**config.mk**
```make
export PLATFORM = sky130hd
export DESIGN_NAME = ce_pilot_buffer
export DESIGN_NICKNAME = d
export VERILOG_FILES = /design/src/rtl/ce_pilot_buffer.sv
export SDC_FILE = /design/constraint.sdc
export NUM_CORES = 1
export LEC_CHECK = 0
export CORE_MARGIN = 3
export CORE_UTILIZATION = 51
export CTS_CLUSTER_DIAMETER = 120
export DETAILED_ROUTE_END_ITERATION = 10
export PLACE_DENSITY_LB_ADDON = 0.05
export SLEW_MARGIN = 20
export SYNTH_ARGS = -nofsm -noshare
export SYNTH_HDL_FRONTEND = slang
export SYNTH_SLANG_ARGS = --single-unit
```
**constraint.sdc**
```tcl
create_clock -name clk -period 5.8 [get_ports clk]
set_clock_uncertainty 0.2 [all_clocks]
set_input_delay 1.16 -clock clk [delete_from_list [all_inputs] [get_ports clk]]
set_output_delay 1.16 -clock clk [all_outputs]
set_load 0.02 [all_outputs]
```
**src/rtl/ce_pilot_buffer.sv**
```systemverilog
// ce_pilot_buffer
// Double-buffered capture of four signed LS pilot estimates (one I or Q
// component). The write side fills one bank while the interpolator reads the
// other. Each bank is released when interp_done arrives.
module ce_pilot_buffer #(
  parameter int IN_WIDTH = 17
) (
  input  logic                       clk,
  input  logic                       rst_n,
  input  logic                       flush,
  input  logic signed [IN_WIDTH-1:0] est_in,
  input  logic                       est_valid,
  output logic                       est_ready,
  input  logic                       interp_done,
  output logic signed [IN_WIDTH-1:0] E1,
  output logic signed [IN_WIDTH-1:0] E2,
  output logic signed [IN_WIDTH-1:0] E3,
  output logic signed [IN_WIDTH-1:0] E4,
  output logic                       e_valid,
  output logic                       ovf
);

  logic signed [IN_WIDTH-1:0] bank0 [4];
  logic signed [IN_WIDTH-1:0] bank1 [4];
  logic [1:0] full;
  logic       wr_bank;
  logic [1:0] wr_cnt;
  logic       rd_bank;
  logic       accept;
  logic       release_rd;
  logic       drop;

  // Handshake decode. The bank under write is never full, so completing it and
  // releasing the read bank in the same cycle always touch different banks.
  always_comb begin
    est_ready  = ~full[wr_bank];
    e_valid    = full[rd_bank];
    accept     = est_valid & est_ready;
    drop       = est_valid & ~est_ready;
    release_rd = interp_done & e_valid;
  end

  // Sample storage. flush leaves the contents alone; only reset clears them.
  always_ff @(posedge clk) begin
    if (!rst_n) begin
      for (int i = 0; i < 4; i++) begin
        bank0[i] <= '0;
        bank1[i] <= '0;
      end
    end else if (!flush && accept) begin
      if (wr_bank == 1'b0) bank0[wr_cnt] <= est_in;
      else                 bank1[wr_cnt] <= est_in;
    end
  end

  // Write pointer, read pointer, bank full flags and the sticky overflow flag.
  always_ff @(posedge clk) begin
    if (!rst_n || flush) begin
      full    <= 2'b00;
      wr_bank <= 1'b0;
      wr_cnt  <= 2'd0;
      rd_bank <= 1'b0;
      ovf     <= 1'b0;
    end else begin
      if (accept) begin
        wr_cnt <= wr_cnt + 2'd1;
        if (wr_cnt == 2'd3) begin
          full[wr_bank] <= 1'b1;
          wr_bank       <= ~wr_bank;
        end
      end
      if (release_rd) begin
        full[rd_bank] <= 1'b0;
        rd_bank       <= ~rd_bank;
      end
      if (drop) ovf <= 1'b1;
    end
  end

  // Read operands are taken straight from the registers of the read bank.
  always_comb begin
    if (rd_bank == 1'b0) begin
      E1 = bank0[0];
      E2 = bank0[1];
      E3 = bank0[2];
      E4 = bank0[3];
    end else begin
      E1 = bank1[0];
      E2 = bank1[1];
      E3 = bank1[2];
      E4 = bank1[3];
    end
  end

endmodule

```
==> summary.txt, run 1 <==
Layout
  – Core Util, Final: 67.4%
  – Final Cell Area: 7890 µm²
  – FILL cells: 885
  – Finished Layout Cells: 672
  – Nets@finish: 539
  – Most frequent cells in the layout: 136 x and2_1, 136 x edfxtp_1, 92 x clkdlybuf4s50_1
  – Layout cell share with drive strength beyond 1: 22.3%
  – Ant diodes: 0
  – P&R area growth vs syn: 25.5%

Drt
  – # DRC: 0
  – Drt pass-1 iters: 4
  – Detailed Route Iter0 Violations: 237
  – Vias post-DR: 3632
  – DR WL/cell: 19.3 µm
  – Total Wirelength: 12900 µm
  – Vias per cell: 5.40
  – Detail Route Antenna Nets: 0

Global route
  – GRT overflow: 0
  – Pin count of the biggest net entering global routing: 49
  – Vias in the first global route: 3688
  – Initial antenna violation count: 0
  – Global-route wire length before repair: 19900 µm
  – GRT Util Overall: 20.1%

Clock tree
  – Worst-path clk slew: 0.06 ns
  – Setup Buffers After CTS: 0
  – Root Buffer: clkbuf_16
  – CTS tree: built
  – Cts bufs inserted: 17
  – Hold-fix buffers at CTS: 0
  – Post-CTS Resized: 0
  – Num Clock Sinks: 143
  – Clk buf depth: 2
  – Worst skew pair latency: 0.41 ns
  – CTS H-Tree Depth: 4

Placement
  – RD Place Congestion: 0.797
  – Area of placed instances: 7350 µm²
  – HPWL after DPL: 8440 µm
  – # placed instances: 640
  – Number of port buffers: 92
  – Pre-CTS setup slack: 1.34 ns

Critical path
  – FF-to-FF path depth: 3
  – Crit path launch type: flip-flop
  – Critical R2R Launch: wr_bank
  – Arrival @ worst endpoint: 2.81 ns
  – Worst path required time: 4.44 ns
  – Kind of critical path: reg -> out
  – Reg2Reg Setup Slack: 2.74 ns
  – Crit Path Max Fanout: 48
  – Crit end category: output port
  – RR Endpoint: bank0[0][15]

Floorplan
  – Die Width: 117 µm
  – Core Region: 11700 µm²
  – Row Count: 39
  – Initial Utilization: 53.7%
  – Die Area: 13700 µm²
  – # IOs: 93
  – Die H: 117 µm

Flow run
  – Max Cap Viol: 0

STA
  – Final min period: 4.17 ns
  – Final-report max-slew violation count: 0
  – Final WS setup: 1.63 ns
  – Max-slew headroom: 35.5%
  – Tcrit/Tclk final: 71.9%
  – Worst Hold Slack: 0.276 ns
  – Final setup violation count: 0
  – Hold Vio Cnt, Final: 0
  – Post-route setup TNS: 0 ns
  – RSZ-0062 raised after global routing: no
  – Max Fclk: 0.240 GHz
  – Worst-Margin Slew: 0.960 ns

Synthesis
  – Mapped Avg Cell Area: 15.1 µm²
  – Syn Nets: 439
  – Synthesized area: 6290 µm²
  – Post-synth top area cell: edfxtp_1
  – Post-synthesis instance total: 416
  – Yosys reg bits: 143
  – Synth area leaders: edfxtp_1 65%, and2_1 14%, mux2_2 13%
  – Distinct cells, synth: 30
  – Yosys warning count: 0
  – Synth top area share: 65.0%
  – Share of the yosys chip area belonging to registers: 67.2%

Pwr
  – Total power: 2.32 mW
  – VDD IR max: 0.206 mV
  – Pleak: 2.92 nW
  – PwrDens: 294 nW/µm²

Hold path
  – WHS Path Cells: 2
  – Worst Hold Launch: ovf
  – Sink of the worst hold path: ovf
  – HP Class: reg -> reg

Outcome
  – Status: completed
[critical path, cell delays in order, from the launching register on]
cell and delay (ns):
dfxtp_2 0.74, buf_4 0.65, mux2_2 0.44, clkdlybuf4s50_1 0.55
[sequential cells by signal (all words and copies together) (netlist names)]
name and flops:
bank1 68, wr_cnt 2, rd_bank 1, full 2
wr_bank 1, bank0 68, ovf 1
[power breakdown]
group,internal [mW],switching [mW],leakage (nW)
clock network,0.576,0.398,0.260
logic,0.0736,0.0934,1.19
registers,1.17,0.0105,1.46
[how the worst max path moves through the flow]
| stage | slack (ns) | start | endpoint |
|---|---|---|---|
| finish | 1.63 | rd_bank | E4[14] |
| global route | 1.49 | rd_bank | E4[14] |
| CTS | 1.58 | rd_bank | E1[3] |
| detailed placement | 1.34 | est_valid | bank0[0][8] |
| global placement | 1.45 | est_valid | bank0[0][15] |
| floorplan | 2.00 | est_valid | bank0[1][0] |
[cells in the mapped netlist]
library cell	count
nor4_4	1
nor3_2	2
a21oi_1	4
nand3_1	2
buf_4	2
nand2_1	2
nand2b_1	5
nor2_4	1
a31oi_1	2
dfxtp_1	7
buf_6	2
ha_1	1
nor4_2	1
and3_1	1
and2_1	136
or3_1	1
or4b_1	1
nor2_1	5
o21ai_0	8
nand4bb_1	1
nor3_4	2
edfxtp_1	136
clkbuf_1	13
inv_1	3
inv_2	1
buf_2	2
nor3_1	2
mux2_2	70
o221a_2	1
o21a_1	1
[layer usage]
metal  track usage, %  share of wire, %  vias to the layer above
met5                0                 0                        -
met4             8.26               2.1                        0
met3             4.58               4.4                       17
met2             34.2                52                      101
met1             25.0                42                     1818
li1                 -                 -                     1696
[final cells by class]
| type | count | area [µm²] | share of cell area (%) |
|---|---|---|---|
| Tap cell | 143 | 179 | 2.27 |
| Inverter | 4 | 15.0 | 0.190 |
| Multi-Input combinational cell | 250 | 1960 | 24.8 |
| Sequential cell | 143 | 4230 | 53.6 |
| Timing Repair Buffer | 100 | 981 | 12.4 |
| Clock inverter | 15 | 104 | 1.32 |
| Clock buffer | 17 | 425 | 5.39 |
[cells by family (layout without fill, tap and decap cells)]
logic type | after synthesis | after routing | synth area share, %
buffers and inverters | 23 | 136 | 1.77
AND/OR/NAND/NOR | 163 | 163 | 16.9
adder cells (fa/ha/maj) | 1 | 1 | 0.199
multiplexers | 70 | 70 | 12.5
flip-flops | 143 | 143 | 67.2
AO/OA/AOI/OAI | 16 | 16 | 1.45
(Power assumes the default switching activity.)
==> run 2: changes to the inputs <==
- clock period: 5.8 -> 4.2 ns (I/O delays scaled with it)
==> summary.txt, run 2 (synthesis results as in run 1) <==
Critical path
  – Kind of critical path: reg -> out
  – Crit end category: output port
  – Buf/Inv on CP: 2
  – Crit Path Max Fanout: 45
  – Critical R2R Launch: wr_bank
  – Cell chain of the critical path: buf_4 -> mux2_2 -> clkdlybuf4s50_1
  – Crit-path slowest cell: clkdlybuf4s50_1
  – CP delay by family, top: buffers and inverters
  – Crit path launch type: flip-flop
  – RR Endpoint: bank0[0][9]
  – Arrival @ worst endpoint: 2.21 ns
  – CP max stage delay: 0.54 ns
  – Reg2Reg Setup Slack: 1.68 ns
  – FF-to-FF path depth: 4
  – Worst path required time: 3.16 ns

Clock tree
  – Num Clock Sinks: 143
  – Cts bufs inserted: 17
  – Worst-path clk slew: 0.05 ns
  – CTS tree: built
  – Post-CTS Resized: 0
  – Setup Buffers After CTS: 0
  – Root Buffer: clkbuf_16
  – Clk buf depth: 2
  – Worst skew pair latency: 0.41 ns
  – CTS H-Tree Depth: 4
  – Hold-fix buffers at CTS: 0

Drt
  – Detailed Route Iter0 Violations: 211
  – # DRC: 0
  – Detail Route Antenna Nets: 0
  – Drt pass-1 iters: 4
  – Metal2 WL: 6710 µm
  – Met3 routed WL: 476 µm
  – Top routing layer in use: met4
  – WL met1: 5570 µm
  – Vias per cell: 5.32
  – Total Wirelength: 13000 µm
  – Vias post-DR: 3614
  – DR WL/cell: 19.1 µm

STA
  – RSZ-0062 raised after global routing: no
  – Final min period: 3.25 ns
  – Final WS setup: 0.950 ns
  – Final setup violation count: 0
  – Hold Vio Cnt, Final: 0
  – Post-route setup TNS: 0 ns
  – Tcrit/Tclk final: 77.4%
  – Final-report max-slew violation count: 0
  – Max-slew headroom: 59.4%
  – Max Fclk: 0.308 GHz
  – Worst-Margin Slew: 0.607 ns

Layout
  – Finished Layout Cells: 679
  – Layout cell share with drive strength beyond 1: 21.8%
  – Most frequent cells in the layout: 136 x and2_1, 136 x edfxtp_1, 92 x clkdlybuf4s50_1
  – Final Cell Area: 7920 µm²
  – Biggest regs: bank0 x68, bank1 x68
  – Ant diodes: 0
  – Nets@finish: 546
  – P&R area growth vs syn: 26.0%

Global route
  – Pin count of the biggest net entering global routing: 46
  – GRT Util Overall: 20.4%
  – Initial antenna violation count: 0
  – Global-route wire length before repair: 20100 µm
  – GRT overflow: 0
  – Vias in the first global route: 3753

Hold path
  – Sink of the worst hold path: ovf
  – WHS Path Cells: 2
  – HP Class: reg -> reg
  – Worst Hold Launch: ovf

Placement
  – Number of port buffers: 92
  – Area of placed instances: 7400 µm²
  – HPWL after DPL: 8590 µm
  – # placed instances: 647
  – Pre-CTS setup slack: 0.646 ns
  – RD Place Congestion: 0.805

Outcome
  – Status: completed

Floorplan
  – # IOs: 93
  – Die H: 117 µm
  – Core Region: 11700 µm²
  – Row Count: 39
  – Die Width: 117 µm
  – Initial Utilization: 53.7%
  – Die Area: 13700 µm²

Pwr
  – Pleak: 2.94 nW
  – PwrDens: 400 nW/µm²
  – VDD IR max: 0.273 mV

Flow run
  – Max Cap Viol: 0
## run 2: worst reg2reg max path, delay by kind of cell, from the launching register on
kind                   cells  cell delay (ns)
AND/OR/NAND/NOR            3             1.39
flip-flops                 1             0.36
buffers and inverters      1             0.26
## run 2: power by group
group	total (mW)	internal, mW	leakage, nW	switching, mW
clock	1.31	0.799	0.251	0.511
sequential	1.63	1.61	1.46	0.0143
combinational	0.233	0.104	1.22	0.130
## run 2: area by class of cell
class                           count  area (µm²)
Clock buffer                       29         500
Tap cell                          143         179
Clock inverter                      3        13.8
Fill cell                         862        3790
Sequential cell                   143        4230
Timing Repair Buffer              107        1030
Multi-Input combinational cell    250        1950
Inverter                            4        15.0
## run 2: worst max-delay path by stage
stage / from / end / slack, ns / cells after the start
floorplan: est_valid / bank0[1][0] / 0.72 / 4
global placement: est_valid / bank0[0][11] / 0.75 / 5
detailed placement: est_valid / bank0[0][11] / 0.65 / 5
CTS: rd_bank / E4[12] / 0.90 / 3
global route: rd_bank / E3[14] / 0.85 / 3
finish: rd_bank / E3[14] / 0.95 / 3
## run 2: routing by layer
metal  GRT usage, %  vias to the layer above
met1           24.9                     1809
met3           4.68                       15
met5              0                        -
li1               -                     1709
met4           8.64                        0
met2           35.0                       81
## run 2: per-stage QoR
stage	util (%)	hold slack [ns]	power, mW
global route	67.6	0.342	3.28
finish	67.6	0.293	3.17
global placement	63.2	0.268	1.89
detailed placement	63.2	0.279	1.89
CTS	67.6	0.296	3.19
floorplan	-	0.336	1.76
